<file path="src/rtl/stream_to_sub_array_loader.sv">
// Streams LANES elements per beat into a ROWS x COLS frame in sub-array order, then holds it for a consumer.
// Optional `SUB_ARRAY_LOADER_FLUSH_EN adds a flush input that aborts the current frame.

module stream_to_sub_array_cell #(
  parameter int BIT_WIDTH = 4,
  parameter int CW        = 5,
  parameter int BEAT      = 0
) (
  input  logic                 clk,
  input  logic                 rst,
  input  logic                 accept,
  input  logic [CW-1:0]        beat_cnt,
  input  logic [BIT_WIDTH-1:0] din,
  output logic [BIT_WIDTH-1:0] q
);
  always_ff @(posedge clk) begin
    if (rst)                                     q <= '0;
    else if (accept && beat_cnt == CW'(BEAT))    q <= din;
  end
endmodule

module stream_to_sub_array_loader #(
  parameter int BIT_WIDTH = 4,
  parameter int ROWS      = 8,
  parameter int COLS      = 8,
  parameter int SUB_ROWS  = 4,
  parameter int LANES     = 2
) (
  input  logic                       clk,
  input  logic                       rst,
  input  logic [LANES*BIT_WIDTH-1:0] in_data,
  input  logic                       in_valid,
  output logic                       in_ready,
  output logic [BIT_WIDTH-1:0]       out [ROWS][COLS],
  output logic                       out_valid,
  input  logic                       out_ready
`ifdef SUB_ARRAY_LOADER_FLUSH_EN
  ,input  logic                      flush
`endif
);
  localparam int BEATS = ROWS*COLS/LANES;
  localparam int CW    = (BEATS > 1) ? $clog2(BEATS) : 1;
  localparam int R2    = ROWS - SUB_ROWS;

  typedef enum logic {FILL, HOLD} state_t;
  state_t        state, state_nx;
  logic [CW-1:0] beat_cnt, beat_cnt_nx;
  logic          accept, flush_i;

`ifdef SUB_ARRAY_LOADER_FLUSH_EN
  assign flush_i = flush;
`else
  assign flush_i = 1'b0;
`endif

  assign in_ready  = (state == FILL) && !flush_i;
  assign out_valid = (state == HOLD);
  assign accept    = in_valid && in_ready;

  always_comb begin
    state_nx    = state;
    beat_cnt_nx = beat_cnt;
    if (flush_i) begin
      state_nx    = FILL;
      beat_cnt_nx = '0;
    end else begin
      case (state)
        FILL: if (accept) begin
          if (beat_cnt == CW'(BEATS-1)) begin
            state_nx    = HOLD;
            beat_cnt_nx = '0;
          end else begin
            beat_cnt_nx = beat_cnt + 1'b1;
          end
        end
        HOLD: if (out_ready) state_nx = FILL;
        default: state_nx = FILL;
      endcase
    end
  end

  always_ff @(posedge clk) begin
    if (rst) begin
      state    <= FILL;
      beat_cnt <= '0;
    end else begin
      state    <= state_nx;
      beat_cnt <= beat_cnt_nx;
    end
  end

  // Each element register has a fixed stream index k, hence a fixed (beat, lane) source.
  for (genvar r = 0; r < ROWS; r++) begin : g_row
    for (genvar c = 0; c < COLS; c++) begin : g_col
      localparam int K    = (r < SUB_ROWS) ? (c*SUB_ROWS + r)
                                           : (COLS*SUB_ROWS + c*R2 + (r - SUB_ROWS));
      localparam int BEAT = K / LANES;
      localparam int LANE = K % LANES;
      stream_to_sub_array_cell #(.BIT_WIDTH(BIT_WIDTH), .CW(CW), .BEAT(BEAT)) u_cell (
        .clk      (clk),
        .rst      (rst),
        .accept   (accept),
        .beat_cnt (beat_cnt),
        .din      (in_data[LANE*BIT_WIDTH +: BIT_WIDTH]),
        .q        (out[r][c])
      );
    end
  end
endmodule

</file>
<file path="config.mk">
export PLATFORM = sky130hd
export DESIGN_NAME = stream_to_sub_array_loader
export DESIGN_NICKNAME = d
export VERILOG_FILES = /design/src/rtl/stream_to_sub_array_loader.sv
export SDC_FILE = /design/constraint.sdc
export NUM_CORES = 1
export LEC_CHECK = 0
export ABC_AREA = 0
export CORE_MARGIN = 2
export CORE_UTILIZATION = 52
export DETAILED_ROUTE_END_ITERATION = 6
export PLACE_DENSITY = 0.85
export SLEW_MARGIN = 10
export SYNTH_ARGS = -nofsm -noshare
export SYNTH_HDL_FRONTEND = slang
export SYNTH_SLANG_ARGS = --single-unit
</file>
<file path="constraint.sdc">
create_clock -name clk -period 3.45 [get_ports clk]
set_input_delay 0.5175 -clock clk [delete_from_list [all_inputs] [get_ports clk]]
set_output_delay 0.5175 -clock clk [all_outputs]
set_load 0.03 [all_outputs]
</file>
==> results.yml <==
run_status:
  outcome: "complete, no violations"
floorplanning:
  fp.dieW_um: 144.7
  core.rowCount: 51
  core-area_mm2: 0.01946
  start_util_pct: 52.90
  die_area_mm2: 0.02094
  fp.dieH_um: 144.7
  io_pins: 270
grt:
  antenna_found_initial: 0
  grt_pass1_wl_um: 41530
  overflow: 0
  grtUsageTotal_pct: 25.50
  grt_max_degree: 116
  grt_pass1_vias: 7247
routing:
  drt-total-wl_um: 27630
  wl_per_cell_um: 18.87
  num_vias: 7474
  drc_errors: 0
  postRouteAntennaNets: 0
  first_pass_iters: 7
  viasPerCell: 5.105
  drt_first_iter_violations: 341
worst_setup_path:
  arrival_ps: 1910
  cp_max_fo: 14
  path_class: "register to primary output"
  slowest_delay_ps: 770
  crit_chain: "clkdlybuf4s50_1"
  cp_slowest_cell: "clkdlybuf4s50_1"
  r2r_cells: 6
  crit_required_ps: 2930
  r2r_end: "g_row[7].g_col[7].u_cell.q[2]"
  path_delay_family: "buffers and inverters"
  timing.rr.start: "beat_cnt[0]"
  crit_path_start_kind: "register"
  cp_num_buf_inv: 1
  endpoint_kind: "primary output"
  r2r_slack_ps: 1180
clocking:
  post-cts-setup-buffers: 0
  cts_hold_buf: 0
  cts_max_path_buffers: 3
  cts_made_buffers: 26
  cts_tree: "yes"
  htreeDepth: 1
  cts-root-buf: "clkbuf_16"
  clkTransAtPathRegs_ps: 60
  clkSinkCount: 262
  cts_resized: 0
  clk_latency_ps: 510
job:
  maxCapViolCount: 0
sta:
  slew_violations: 0
  finalSetupViolCount: 0
  tightestPinTransition_ps: 1039
  fmax_ghz: 0.4113
  fin_tns_setup_ps: 0
  rsz0062_at_grt: "no"
  hold_viol: 0
  post-route-period-util_pct: 70.47
  relSlewSlack_pct: 30.58
  timing.final.ws_setup_ps: 1019
  skew_ps: 6.017
  min_period_ps: 2431
synth:
  postSynthNetCount: 966
  synth_cells: 948
  syn-cell-area_mm2: 0.01030
  ys_seq_area_share_pct: 50.94
  yosys_register_bits: 262
  yosys_warnings: 0
  synth_cell_types: 32
  postSynthAreaPerCell_um2: 10.86
placement:
  dpl_worst_slack_ps: 1083
  gp_congestion: 0.8116
  io_buffers: 269
  placedCellCount: 1417
  place_hpwl_um: 17900
power_and_ir_drop:
  peakVddDrop_mv: 0.3227
  pwr_density_cell_mw_per_mm2: 435.6
  leakage_nw: 6.359
cells_and_area:
  area_growth_pct: 35.18
  seq_area_mm2: 0.005245
  fin_nets: 1198
  multiInputGateArea_mm2: 0.004741
  fillers: 1481
  layout-drive-gt1-share_pct: 7.089
  instances_no_fill: 1464
  antenna_cells_inserted: 0
min_path:
  hold_path.class: "input port to register"
  min_delay_worst_endpoint: "g_row[3].g_col[7].u_cell.q[0]"
  min-delay-start: "rst"
  hold_depth: 2
## worst reg2reg max path: stages, from the launching register on
cell and delay [ps]:
dfxtp_1 440, ha_1 360, and3_1 230, ha_1 500, nand3b_1 370, nand2_1 170, a21oi_1 80
## power by group
group	total [mW]	internal [mW]	switching (mW)
clock network	2.69	1.57	1.13
registers	3.06	3.04	0.0146
logic	0.311	0.122	0.188
total	6.06	4.73	1.33
## synth_stat cells
library cell  instances  area [um^2]
a211oi_1              1        7.510
a21oi_1              21        105.1
a31oi_1               1        6.260
and2_0                1        6.260
and2_1                2        12.51
and3_1                1        6.260
and4b_1               3        30.03
and4bb_2              2        25.02
buf_2                15        75.07
buf_4                 4        30.03
clkbuf_1             54        202.7
dfxtp_1             262         5245
ha_1                  6        75.07
inv_1                 4        15.01
mux2i_1             240         2402
nand2_1              19        71.32
nand2_2              27        168.9
nand2b_1            249         1558
nand2b_4              1        13.76
nand3_1              17        85.08
nand3b_1              3        22.52
nand4_2               1        12.51
nand4_4               1        21.27
nor2_1                2        7.510
nor2_4                1        11.26
nor2b_1               2        12.51
nor2b_4               1        13.76
nor4bb_1              2        20.02
o21ai_0               2        10.01
or3_1                 1        6.260
or4_1                 1        7.510
or4b_1                1        10.01
## registers in the layout, indices dropped and copies added (netlist names)
name and count:
g_row.g_col.u_cell.q 256, beat_cnt 5, out_valid 1
## layout make-up
class | count | share of cell area (%)
Clock buffer | 43 | 5.717
Clock inverter | 4 | 0.1708
Inverter | 4 | 0.1079
Multi-Input combinational cell | 609 | 34.06
Sequential cell | 262 | 37.68
Tap cell | 265 | 2.382
Timing Repair Buffer | 277 | 19.88
## through the flow
step | power [mW] | hold WS [ps] | util [%] | instance area (um^2)
6_report | 6.063 | 345.0 | 71.51 | 13920
3_3_place_gp | 3.437 | 441.8 | 67.30 | 13100
4_1_cts | 6.114 | 328.6 | 71.51 | 13920
3_5_place_dp | 3.439 | 448.2 | 67.30 | 13100
2_1_floorplan | 3.330 | 489.9 | - | 10300
5_1_grt | 6.243 | 344.1 | 71.51 | 13920
## routing by layer
metal,GRT usage (%),up-vias,routed length [um]
li1,-,3599,-
met1,34.20,3588,11920
met2,42.40,243,13330
met3,4.311,44,1692
met4,7.716,0,686
met5,0,-,0
## placed cells by master (no fill, tap or decap), types with 2 or more instances in the layout
cell             count
a21oi_1             21
and2_1               2
and4b_1              3
and4bb_2             2
buf_4                7
clkbuf_1            10
clkbuf_16           27
clkbuf_8             6
clkdlybuf4s50_1    268
clkinv_2             3
dfxtp_1            262
ha_1                 6
inv_1                4
mux2i_1            240
nand2_1             19
nand2_2             27
nand2b_1           244
nand2b_2             5
nand3_1             17
nand3b_1             3
nor2_1               2
nor2b_1              2
nor4bb_1             2
o21ai_0              2
## worst max path at each step
stage | startpoint | endpoint | slack [ps] | cells after the start
after floorplan | beat_cnt[0] | g_row[2].g_col[7].u_cell.q[0] | 1690 | 7
after global placement | in_valid | g_row[6].g_col[3].u_cell.q[1] | 1140 | 5
after detailed placement | in_valid | g_row[6].g_col[1].u_cell.q[1] | 1080 | 5
after CTS | out_valid | out_valid | 1010 | 1
after global routing | out_valid | out_valid | 940 | 1
final | out_valid | out_valid | 1020 | 1
## kinds of logic after synthesis
| kind of cell | synth area share [%] |
|---|---|
| flops | 50.94 |
| mux | 23.33 |
| fa+ha+maj | 0.7291 |
| simple gates | 20.61 |
| buf+inv | 3.135 |
| compound gates | 1.252 |
Note: power is estimated with default switching activity, not from simulation.
